### config.mk
export PLATFORM = sky130hd
export DESIGN_NAME = spi_xfer_ctrl
export DESIGN_NICKNAME = d
export VERILOG_FILES = /design/src/rtl/spi_xfer_ctrl.sv
export SDC_FILE = /design/constraint.sdc
export NUM_CORES = 1
export LEC_CHECK = 0
export CAP_MARGIN = 20
export CORE_MARGIN = 4
export CORE_UTILIZATION = 25
export CTS_CLUSTER_SIZE = 20
export DETAILED_ROUTE_END_ITERATION = 8
export PLACE_DENSITY = 0.51
export SYNTH_ARGS = -nofsm -noshare
export SYNTH_HDL_FRONTEND = slang
export SYNTH_SLANG_ARGS = --single-unit
### constraint.sdc
create_clock -name clock -period 2.4 [get_ports clock]
set_input_delay 0.6 -clock clock [delete_from_list [all_inputs] [get_ports clock]]
set_output_delay 0.6 -clock clock [all_outputs]
set_load 0.02 [all_outputs]
### src/rtl/spi_xfer_ctrl.sv
// rtl/spi_xfer_ctrl.sv - SPI mode-0 master sequencer, one command in, one RX word out (option: SPI_XFER_CTRL_MSB_FIRST_EN)
module spi_xfer_ctrl #(
    parameter int NSS   = 8,
    parameter int DIV_W = 8
) (
    input  logic                 clock,
    input  logic                 reset,
    input  logic                 cmd_valid,
    output logic                 cmd_ready,
    input  logic [$clog2(NSS):0] cmd_ss,
    input  logic [4:0]           cmd_len,
    input  logic [DIV_W-1:0]     cmd_div,
    input  logic [31:0]          cmd_tx,
`ifdef SPI_XFER_CTRL_MSB_FIRST_EN
    input  logic                 cmd_msb,
`endif
    output logic                 rsp_valid,
    input  logic                 rsp_ready,
    output logic [31:0]          rsp_rx,
    output logic                 busy,
    output logic                 sck,
    output logic [NSS-1:0]       ss,
    output logic                 mosi,
    input  logic                 miso
);

    localparam int SS_W = $clog2(NSS) + 1;

    typedef enum logic [2:0] {
        IDLE,
        SETUP,
        HIGH,
        LOW,
        TAIL,
        RESP
    } state_t;

    state_t           state;
    logic [DIV_W-1:0] cnt;
    logic [DIV_W-1:0] div_q;
    logic [4:0]       len_q;
    logic [4:0]       bit_cnt;
    logic [31:0]      tx_q;
    logic [31:0]      rx;
    logic [NSS-1:0]   ss_dec;
`ifdef SPI_XFER_CTRL_MSB_FIRST_EN
    logic             msb_q;
`endif

    // Maps the serial position of a bit to its word index; MSB-first keeps the word right-aligned
    function automatic logic [4:0] bit_idx(input logic [4:0] b);
`ifdef SPI_XFER_CTRL_MSB_FIRST_EN
        return msb_q ? (len_q - b) : b;
`else
        return b;
`endif
    endfunction

    // Active-low one-hot select for the offered index; out-of-range indices select nothing
    always_comb begin
        ss_dec = '1;
        for (int i = 0; i < NSS; i++) begin
            if (cmd_ss == i[SS_W-1:0]) begin
                ss_dec[i] = 1'b0;
            end
        end
    end

    // Transfer sequencer: every output is registered and updated on phase changes
    always_ff @(posedge clock) begin
        if (reset) begin
            state     <= IDLE;
            cnt       <= '0;
            div_q     <= '0;
            len_q     <= '0;
            bit_cnt   <= '0;
            tx_q      <= '0;
            rx        <= '0;
            sck       <= 1'b0;
            ss        <= '1;
            mosi      <= 1'b0;
            rsp_valid <= 1'b0;
            rsp_rx    <= '0;
            busy      <= 1'b0;
            cmd_ready <= 1'b1;
`ifdef SPI_XFER_CTRL_MSB_FIRST_EN
            msb_q     <= 1'b0;
`endif
        end else begin
            case (state)
                IDLE: begin
                    if (cmd_valid) begin
                        state     <= SETUP;
                        cnt       <= '0;
                        div_q     <= cmd_div;
                        len_q     <= cmd_len;
                        tx_q      <= cmd_tx;
                        bit_cnt   <= '0;
                        rx        <= '0;
                        ss        <= ss_dec;
                        sck       <= 1'b0;
                        busy      <= 1'b1;
                        cmd_ready <= 1'b0;
`ifdef SPI_XFER_CTRL_MSB_FIRST_EN
                        msb_q     <= cmd_msb;
                        mosi      <= cmd_msb ? cmd_tx[cmd_len] : cmd_tx[0];
`else
                        mosi      <= cmd_tx[0];
`endif
                    end
                end
                SETUP, LOW: begin
                    if (cnt == div_q) begin
                        cnt   <= '0;
                        state <= HIGH;
                        sck   <= 1'b1;
                    end else begin
                        cnt <= cnt + DIV_W'(1);
                    end
                end
                HIGH: begin
                    if (cnt == div_q) begin
                        // Sample just before the falling edge so a rising-edge slave is settled
                        cnt              <= '0;
                        sck              <= 1'b0;
                        rx[bit_idx(bit_cnt)] <= miso;
                        if (bit_cnt == len_q) begin
                            state <= TAIL;
                        end else begin
                            state   <= LOW;
                            bit_cnt <= bit_cnt + 5'd1;
                            mosi    <= tx_q[bit_idx(bit_cnt + 5'd1)];
                        end
                    end else begin
                        cnt <= cnt + DIV_W'(1);
                    end
                end
                TAIL: begin
                    if (cnt == div_q) begin
                        cnt       <= '0;
                        state     <= RESP;
                        ss        <= '1;
                        mosi      <= 1'b0;
                        rsp_valid <= 1'b1;
                        rsp_rx    <= rx;
                    end else begin
                        cnt <= cnt + DIV_W'(1);
                    end
                end
                RESP: begin
                    if (rsp_ready) begin
                        state     <= IDLE;
                        rsp_valid <= 1'b0;
                        busy      <= 1'b0;
                        cmd_ready <= 1'b1;
                    end
                end
                default: begin
                    state     <= IDLE;
                    sck       <= 1'b0;
                    ss        <= '1;
                    rsp_valid <= 1'b0;
                    busy      <= 1'b0;
                    cmd_ready <= 1'b1;
                end
            endcase
        end
    end

endmodule

* Yosys cells after proc, flatten, opt, wreduce, memory -nomap -nowiden
Index checks and enable logic that the tools add are counted.
** Cells by class
- Mux-type cells :: 47
- Bitwise operators :: 4
- Equal/unequal tests :: 20
- Order comparisons :: 3
- Add/sub/neg operators :: 2
- Reduce and logical (&&, ||, !) cells :: 22
** Operators by type and width (count)
- 32-bit two-way mux :: 2
- 32-bit case mux with 2 select lines :: 1
- 32-bit bitwise mux :: 1
- 8-bit two-way mux :: 4
- 8-bit case mux with 3 select lines :: 1
- 1-bit two-way mux :: 19
- 3-bit two-way mux :: 6
- 4-bit by 3-bit equality test with 1-bit output, second input constant :: 4
- 8-bit case mux with 2 select lines :: 1
- 5-bit two-way mux :: 3
- 3-bit case mux with 5 select lines :: 1
- 5-bit by 6-bit less-than comparator with 1-bit output, second input constant :: 2
- 2-bit inequality test, second input constant :: 6
- 1-bit case mux with 3 select lines :: 4
- 3-bit AND reduction :: 4
- 4-bit OR reduction :: 3
- 5-bit case mux with 2 select lines :: 1
- 5-bit AND reduction :: 2
- 8-bit by 1-bit adder with 8-bit output, second input constant :: 1
- 4-bit by 2-bit equality test with 1-bit output, second input constant :: 2
- 8-bit equality test :: 1
- 4-bit AND reduction :: 2
- 3-bit by 2-bit equality test with 1-bit output, second input constant :: 2
- 3-bit equality test, second input constant :: 2
- other kinds (16) :: 23
** Word-level totals
- Register bits after elaboration :: 138
- Output and inout bits :: 45
- Word-level logic and storage cells :: 112
- Bits of input ports :: 54

* Depth between registers and ports, before layout
Gate-level depths: netlist of run 1.
- Depth after elaboration :: 7
- Depth in mapped cells :: 9

* Worst setup path before layout of run 1
OpenSTA, ideal clock, no wires.
- Path type :: register to register
- Start :: register bit_cnt[0]
- End :: register mosi
- Path slack :: -0.065 ns
- Path buffers :: 2
- Stages on the path, launching flop included :: 10
- Setup time :: 0.126 ns
- Data required time :: 2.274 ns
- Data arrival time :: 2.339 ns
- Clock period less this slack :: 2.465 ns
- Path through :: dfxtp_1 -> clkbuf_1 -> inv_1 -> ha_1 -> buf_2 -> mux4_2 -> nor3_1 -> o21ai_0 -> o21ai_0 -> a22oi_1
** Between the ends
- Longest elaborated chain between the ends :: 6
- Elaborated cells on any way between the ends :: 9
- Classes of those cells :: 1 x add/sub; 2 x eq/ne; 5 x mux; 1 x reduce/logical
** RTL lines
- start, declared :: line 42 : logic [4:0] bit_cnt;
- start signal, assigned :: line 131 : bit_cnt <= bit_cnt + 5'd1;
- 5-bit by 1-bit adder with 5-bit output :: line 132 : mosi <= tx_q[bit_idx(bit_cnt + 5'd1)];
- 1-bit binary-select mux with 5-bit select :: line 132
- 1-bit two-way mux (not written as such) :: line 132
- 1-bit two-way mux :: line 127 : if (bit_cnt == len_q) begin
- 1-bit two-way mux :: line 122 : if (cnt == div_q) begin
- 1-bit case mux with 3 select lines :: line 90 : case (state)
- end signal, assigned :: line 108 : mosi <= cmd_tx[0];
- end signal, assigned :: line 132
- end, declared :: line 23 : output logic mosi,
Parallel ways exist; a longest one is shown, timed or not. The select of a mux whose other input is x is not followed.
A chain may end at the register's enable or synchronous reset.

* Worst setup path in the final report of run 1
Ends and elaborated chain as after synthesis.

==> results.py, run 1 <==
metrics = {
    "detailed_routing": {
        "drt_first_pass_iters": 5,
        "drc_errors": 0,
        "dr_total_vias": 5454,
        "wl_per_cell_um": 13.9,
        "drtIter0Drc": 364,
        "ant_nets": 0,
        "wl_um": 16500,
        "vias_per_cell": 4.59,
    },
    "worst_setup_path": {
        "start_kind": "register",
        "r2r-end": "mosi",
        "worst-setup-path-type": "reg -> reg",
        "cp-end-kind": "register",
        "r2r_setup_slack_ps": 290,
        "crit_fanout": 9,
        "cp.required_ps": 2690,
        "worstReg2RegStart": "bit_cnt[0]",
        "reg2regPathDepth": 8,
        "crit_arrival_ps": 2400,
    },
    "place": {
        "gp_congestion": 0.789,
        "port_buffers": 98,
        "dp_hpwl_um": 11500,
        "place_ws_ps": -47.1,
    },
    "global_routing": {
        "antenna_found_initial": 0,
        "track_usage_pct": 12.6,
        "grt_max_degree": 79,
        "first_global_vias": 5272,
        "grt_first_pass_wirelength_um": 27300,
        "gr-total-overflow": 0,
    },
    "clock_tree": {
        "post_cts_buffers": 0,
        "cts_tree": "built",
        "clockRootBuffer": "clkbuf_16",
        "clockBufferDepth": 2,
        "cts_resized": 0,
        "clk_pin_slew_ps": 60,
        "clock_sinks": 138,
        "cts_max_level": 4,
        "cts_hold_buffers": 0,
        "clock_latency_ps": 420,
        "cts_buffers": 17,
    },
    "floorplanning": {
        "die_x_um": 164,
        "start_util_pct": 25.7,
        "rows": 56,
        "pin_count": 99,
        "die-area_um2": 27000,
        "die_height_um": 164,
        "placeableCoreArea_um2": 23800,
    },
    "timing": {
        "slew_headroom_pct": 54.8,
        "min_period_over_period_pct": 87.9,
        "worstMarginPinSlew_ps": 672,
        "setup_viol": 0,
        "tns_ps": 0,
        "final_hold_viol_count": 0,
        "max_freq_ghz": 0.474,
        "fin_skew_ps": 14.1,
        "report.final.slew_viol_count": 0,
        "layout_setup_ws_ps": 291,
        "period_minus_slack_ps": 2110,
        "rsz0062_at_grt": "false",
    },
    "synth": {
        "synth_cells": 762,
        "async_flop_share_pct": 0,
        "synth_top_area_share_pct": 45.3,
        "synth_area_um2": 6100,
        "syn_area_per_cell_um2": 8.01,
        "ys_warn_count": 0,
        "synth_edf_count": 0,
        "synth_top_area_cell": "dfxtp_1",
        "seq_area_frac_synth_pct": 45.3,
        "ys_types": 51,
        "synth_flop_cell": "dfxtp_1",
        "ys_ff_latch": 138,
        "synthTopCellsByArea": "dfxtp_1, nand2_1, a21oi_1",
        "synth_nets": 821,
    },
    "worst_hold_path": {
        "hp-start": "rx[7]",
        "holdPathStages": 2,
        "min_to": "rsp_rx[7]",
        "holdCritPathClass": "reg -> reg",
    },
    "final_layout": {
        "synthToLayoutAreaGrowth_pct": 34.0,
        "drive_above_1_share_pct": 9.77,
        "final_cell_mix": "nand2_1, dfxtp_1, a21oi_1, clkdlybuf4s50_1, o21ai_0",
        "fin_nets": 917,
        "final_common_cell": "nand2_1",
        "diodes": 0,
    },
    "flow_run": {
        "max-cap-violations": 0,
    },
    "power": {
        "power_mw": 5.89,
        "leakage_nw": 2.99,
        "power_density_nw_per_um2": 720,
        "peakVddDrop_v": 0.000293,
    },
    "outcome": {
        "status": "finished, final reports clean",
    },
}
-- per-layer routing --
| metal | share of wire [%] | vias to the layer above | track usage (%) |
|---|---|---|---|
| met5 | 0 | - | 0 |
| met4 | 1.4 | 0 | 3.89 |
| met3 | 4.4 | 13 | 3.16 |
| met2 | 47 | 127 | 20.5 |
| met1 | 47 | 2508 | 16.5 |
| li1 | - | 2806 | - |
-- power breakdown --
part | internal (mW) | switching, mW
Sequential | 2.39 | 0.0648
Clock | 1.57 | 0.992
Combinational | 0.373 | 0.491
-- worst max-delay path by stage --
stage,start,endpoint,cells past startpoint
floorplan,bit_cnt[0],mosi,9
global placement,cmd_valid,rx[3],7
detailed placement,cmd_valid,rx[3],7
CTS,bit_cnt[0],mosi,8
global route,bit_cnt[0],mosi,8
finish,bit_cnt[0],mosi,8
-- critical path: stages (launching register included) --
cell	delay, ps
dfxtp_1	340
inv_1	70
ha_1	320
buf_12	150
mux4_2	500
mux2i_1	210
a221oi_1	130
o21ai_0	140
a22oi_1	130
-- synth_stat cells, drive strengths merged (3+ instances only) --
cell      n
nand2   189
dfxtp   138
a21oi   115
o21ai    52
clkbuf   43
nor2     39
nor2b    17
o22ai    17
xor2     16
buf      14
mux2i    14
nand3    12
nor3     10
mux4      8
nand2b    7
xnor2     7
and2      6
nor4      6
and3      5
ha        5
inv       5
or3       5
a22oi     3
o22a      3
-- cell families after synthesis --
kind of cell    count (synthesis)  synth area share (%)
mux                            22                  5.25
compound gates                208                  18.8
xor+xnor                       23                  3.30
flops                         138                  45.3
buf+inv                        62                  4.04
fa+ha+maj                       5                  1.03
simple gates                  304                  22.3
-- layout make-up --
type	count	area, µm²
Fill cell	2518	15600
Clock inverter	12	125
Clock buffer	19	453
Inverter	5	18.8
Sequential cell	138	2760
Tap cell	319	399
Multi-Input combinational cell	562	3090
Timing Repair Buffer	134	1320
-- flip-flops by register name, indices dropped and copies added (netlist names) --
| name | flops |
|---|---|
| rx | 32 |
| rsp_rx | 32 |
| sck | 1 |
| len_q | 5 |
| cnt | 8 |
| busy | 1 |
| rsp_valid | 1 |
| bit_cnt | 5 |
| tx_q | 32 |
| ss | 8 |
| mosi | 1 |
| state | 3 |
| cmd_ready | 1 |
| div_q | 8 |
-- metrics by stage --
stage | utilization (%) | instance area (µm²) | hold slack (ps) | instances
6_report | 34.4 | 8180 | 448 | 1189
5_1_grt | 34.4 | 8180 | 467 | 1189
4_1_cts | 34.4 | 8180 | 453 | 1189
3_5_place_dp | 32.0 | 7600 | 446 | 1158
3_3_place_gp | 32.0 | 7600 | 441 | 1158
2_1_floorplan | - | 6100 | 427 | 762
No activity file was read; power rests on OpenSTA's default activity.
==> run 2, diff against run 1 <==
==> constraint.sdc (replaced) <==
create_clock -name clock -period 2.4 [get_ports clock]
set_input_delay 0.36 -clock clock [delete_from_list [all_inputs] [get_ports clock]]
set_output_delay 0.36 -clock clock [all_outputs]
set_load 0.02 [all_outputs]
==> results.py, run 2 (synthesized netlist as in run 1, its figures left out) <==
metrics = {
    "detailed_routing": {
        "drc_errors": 0,
        "wl_um": 16700,
        "vias_per_cell": 4.53,
        "dr_total_vias": 5354,
        "drtIter0Drc": 251,
        "drt_first_pass_iters": 4,
        "ant_nets": 0,
        "wl_per_cell_um": 14.1,
    },
    "clock_tree": {
        "post_cts_buffers": 0,
        "cts_max_level": 4,
        "clockRootBuffer": "clkbuf_16",
        "clockBufferDepth": 2,
        "clock_sinks": 138,
        "cts_resized": 0,
        "cts_hold_buffers": 0,
        "clock_latency_ps": 420,
        "cts_buffers": 17,
        "clk_pin_slew_ps": 60,
        "cts_tree": "built",
    },
    "worst_setup_path": {
        "cp-startpoint": "cnt[3]",
        "reg2regPathDepth": 7,
        "worstReg2RegStart": "cnt[3]",
        "cp.required_ps": 2740,
        "start_kind": "register",
        "crit_arrival_ps": 2490,
        "r2r_setup_slack_ps": 250,
        "cp-end-kind": "register",
        "r2r-end": "rx[3]",
        "crit_fanout": 24,
        "cp-endpoint": "rx[3]",
        "worst-setup-path-type": "reg -> reg",
    },
    "place": {
        "port_buffers": 98,
        "placed_cells": 1151,
        "dp_hpwl_um": 11900,
        "gp_congestion": 0.791,
        "place_area_um2": 7510,
    },
    "power": {
        "comb_power_share_pct": 14.2,
        "leakage_nw": 2.94,
        "internal_power_mw": 4.27,
        "p_sw_share_pct": 27.2,
        "switchingPower_mw": 1.59,
        "peakVddDrop_v": 0.000368,
        "p_seq_share_pct": 42.0,
        "power_density_nw_per_um2": 725,
        "p_clk_share_pct": 43.8,
    },
    "timing": {
        "period_minus_slack_ps": 2150,
        "final_hold_viol_count": 0,
        "fin_skew_ps": 9.55,
        "report.final.slew_viol_count": 0,
        "setup_viol": 0,
        "rsz0062_at_grt": "false",
        "max_freq_ghz": 0.466,
        "min_period_over_period_pct": 89.4,
        "slew_headroom_pct": 53.6,
        "worstMarginPinSlew_ps": 690,
    },
    "final_layout": {
        "fin_nets": 910,
        "drive_above_1_share_pct": 9.26,
        "diodes": 0,
        "final_cells": 1183,
        "synthToLayoutAreaGrowth_pct": 32.6,
        "reg_top3": "rsp_rx x32, rx x32, tx_q x32",
        "fin_area_um2": 8090,
        "final_cell_mix": "nand2_1, dfxtp_1, a21oi_1, clkdlybuf4s50_1, o21ai_0",
        "final_common_cell": "nand2_1",
    },
    "worst_hold_path": {
        "holdCritPathClass": "in -> reg",
        "hp-start": "reset",
    },
    "global_routing": {
        "first_global_vias": 5236,
        "track_usage_pct": 12.6,
        "gr-total-overflow": 0,
        "antenna_found_initial": 0,
        "grt_max_degree": 52,
        "grt_first_pass_wirelength_um": 27300,
    },
    "floorplanning": {
        "start_util_pct": 25.7,
        "rows": 56,
        "pin_count": 99,
        "die-area_um2": 27000,
        "die_height_um": 164,
        "placeableCoreArea_um2": 23800,
        "die_x_um": 164,
    },
    "outcome": {
        "status": "finished, final reports clean",
    },
    "flow_run": {
        "max-cap-violations": 0,
    },
}
-- run 2: cell count changes in the layout (fill, tap and decap cells not counted), sizes merged --
cell	change
buf	-7
clkbuf	-2
inv	+3
-- run 2: critical path, cell delays in order, from the launching register on --
cell     delay [ps]
dfxtp_1         420
xor2_1          250
nor4_4           80
buf_4           170
a31oi_2         520
buf_4           350
o21ai_0         120
o22ai_1         150
-- run 2: area by class of cell --
class,count,area [µm²]
tap,319,399
fill,2516,15700
timing repair buffer,127,1240
clock inverter,15,148
inverter,5,18.8
multi-input combinational,562,3100
sequential,138,2760
clock buffer,17,425
-- run 2: how the worst min path moves through the flow --
stage / depth (start not counted) / slack, ps / endpoint
floorplan: 2 / 430 / rsp_rx[6]
CTS: 2 / 320 / rsp_rx[14]
finish: 2 / 330 / rsp_rx[6]
global route: 2 / 330 / rsp_rx[14]
detailed placement: 2 / 450 / tx_q[2]
global placement: 2 / 440 / tx_q[18]
-- run 2: per-stage QoR --
stage	hold slack [ps]	TNS [ps]	setup slack (ps)	power (mW)	utilization, %
after floorplan	427	0	57.4	3.02	-
after global placement	441	0	10.1	3.36	31.6
after detailed placement	445	-85.7	-17.9	3.36	31.6
after CTS	315	0	142	5.97	34.0
after global routing	328	0	4.01	6.14	34.1
final	333	0	255	5.87	34.1
-- run 2: per-layer routing --
layer  up-vias  track usage, %  share of wire [%]
li1       2798               -                  -
met1      2452            16.2                 47
met2        97            20.8                 48
met3         7            3.14                4.3
met4         0            3.81               0.76
met5         -               0                  0
-- run 2: power groups by stage --
stage	combinational, mW	clock (mW)	sequential [mW]
after floorplan	0.514	0	2.51
after global placement	0.846	0	2.51
after detailed placement	0.844	0	2.52
after CTS	0.848	2.65	2.47
after global routing	0.924	2.74	2.48
final	0.835	2.57	2.46
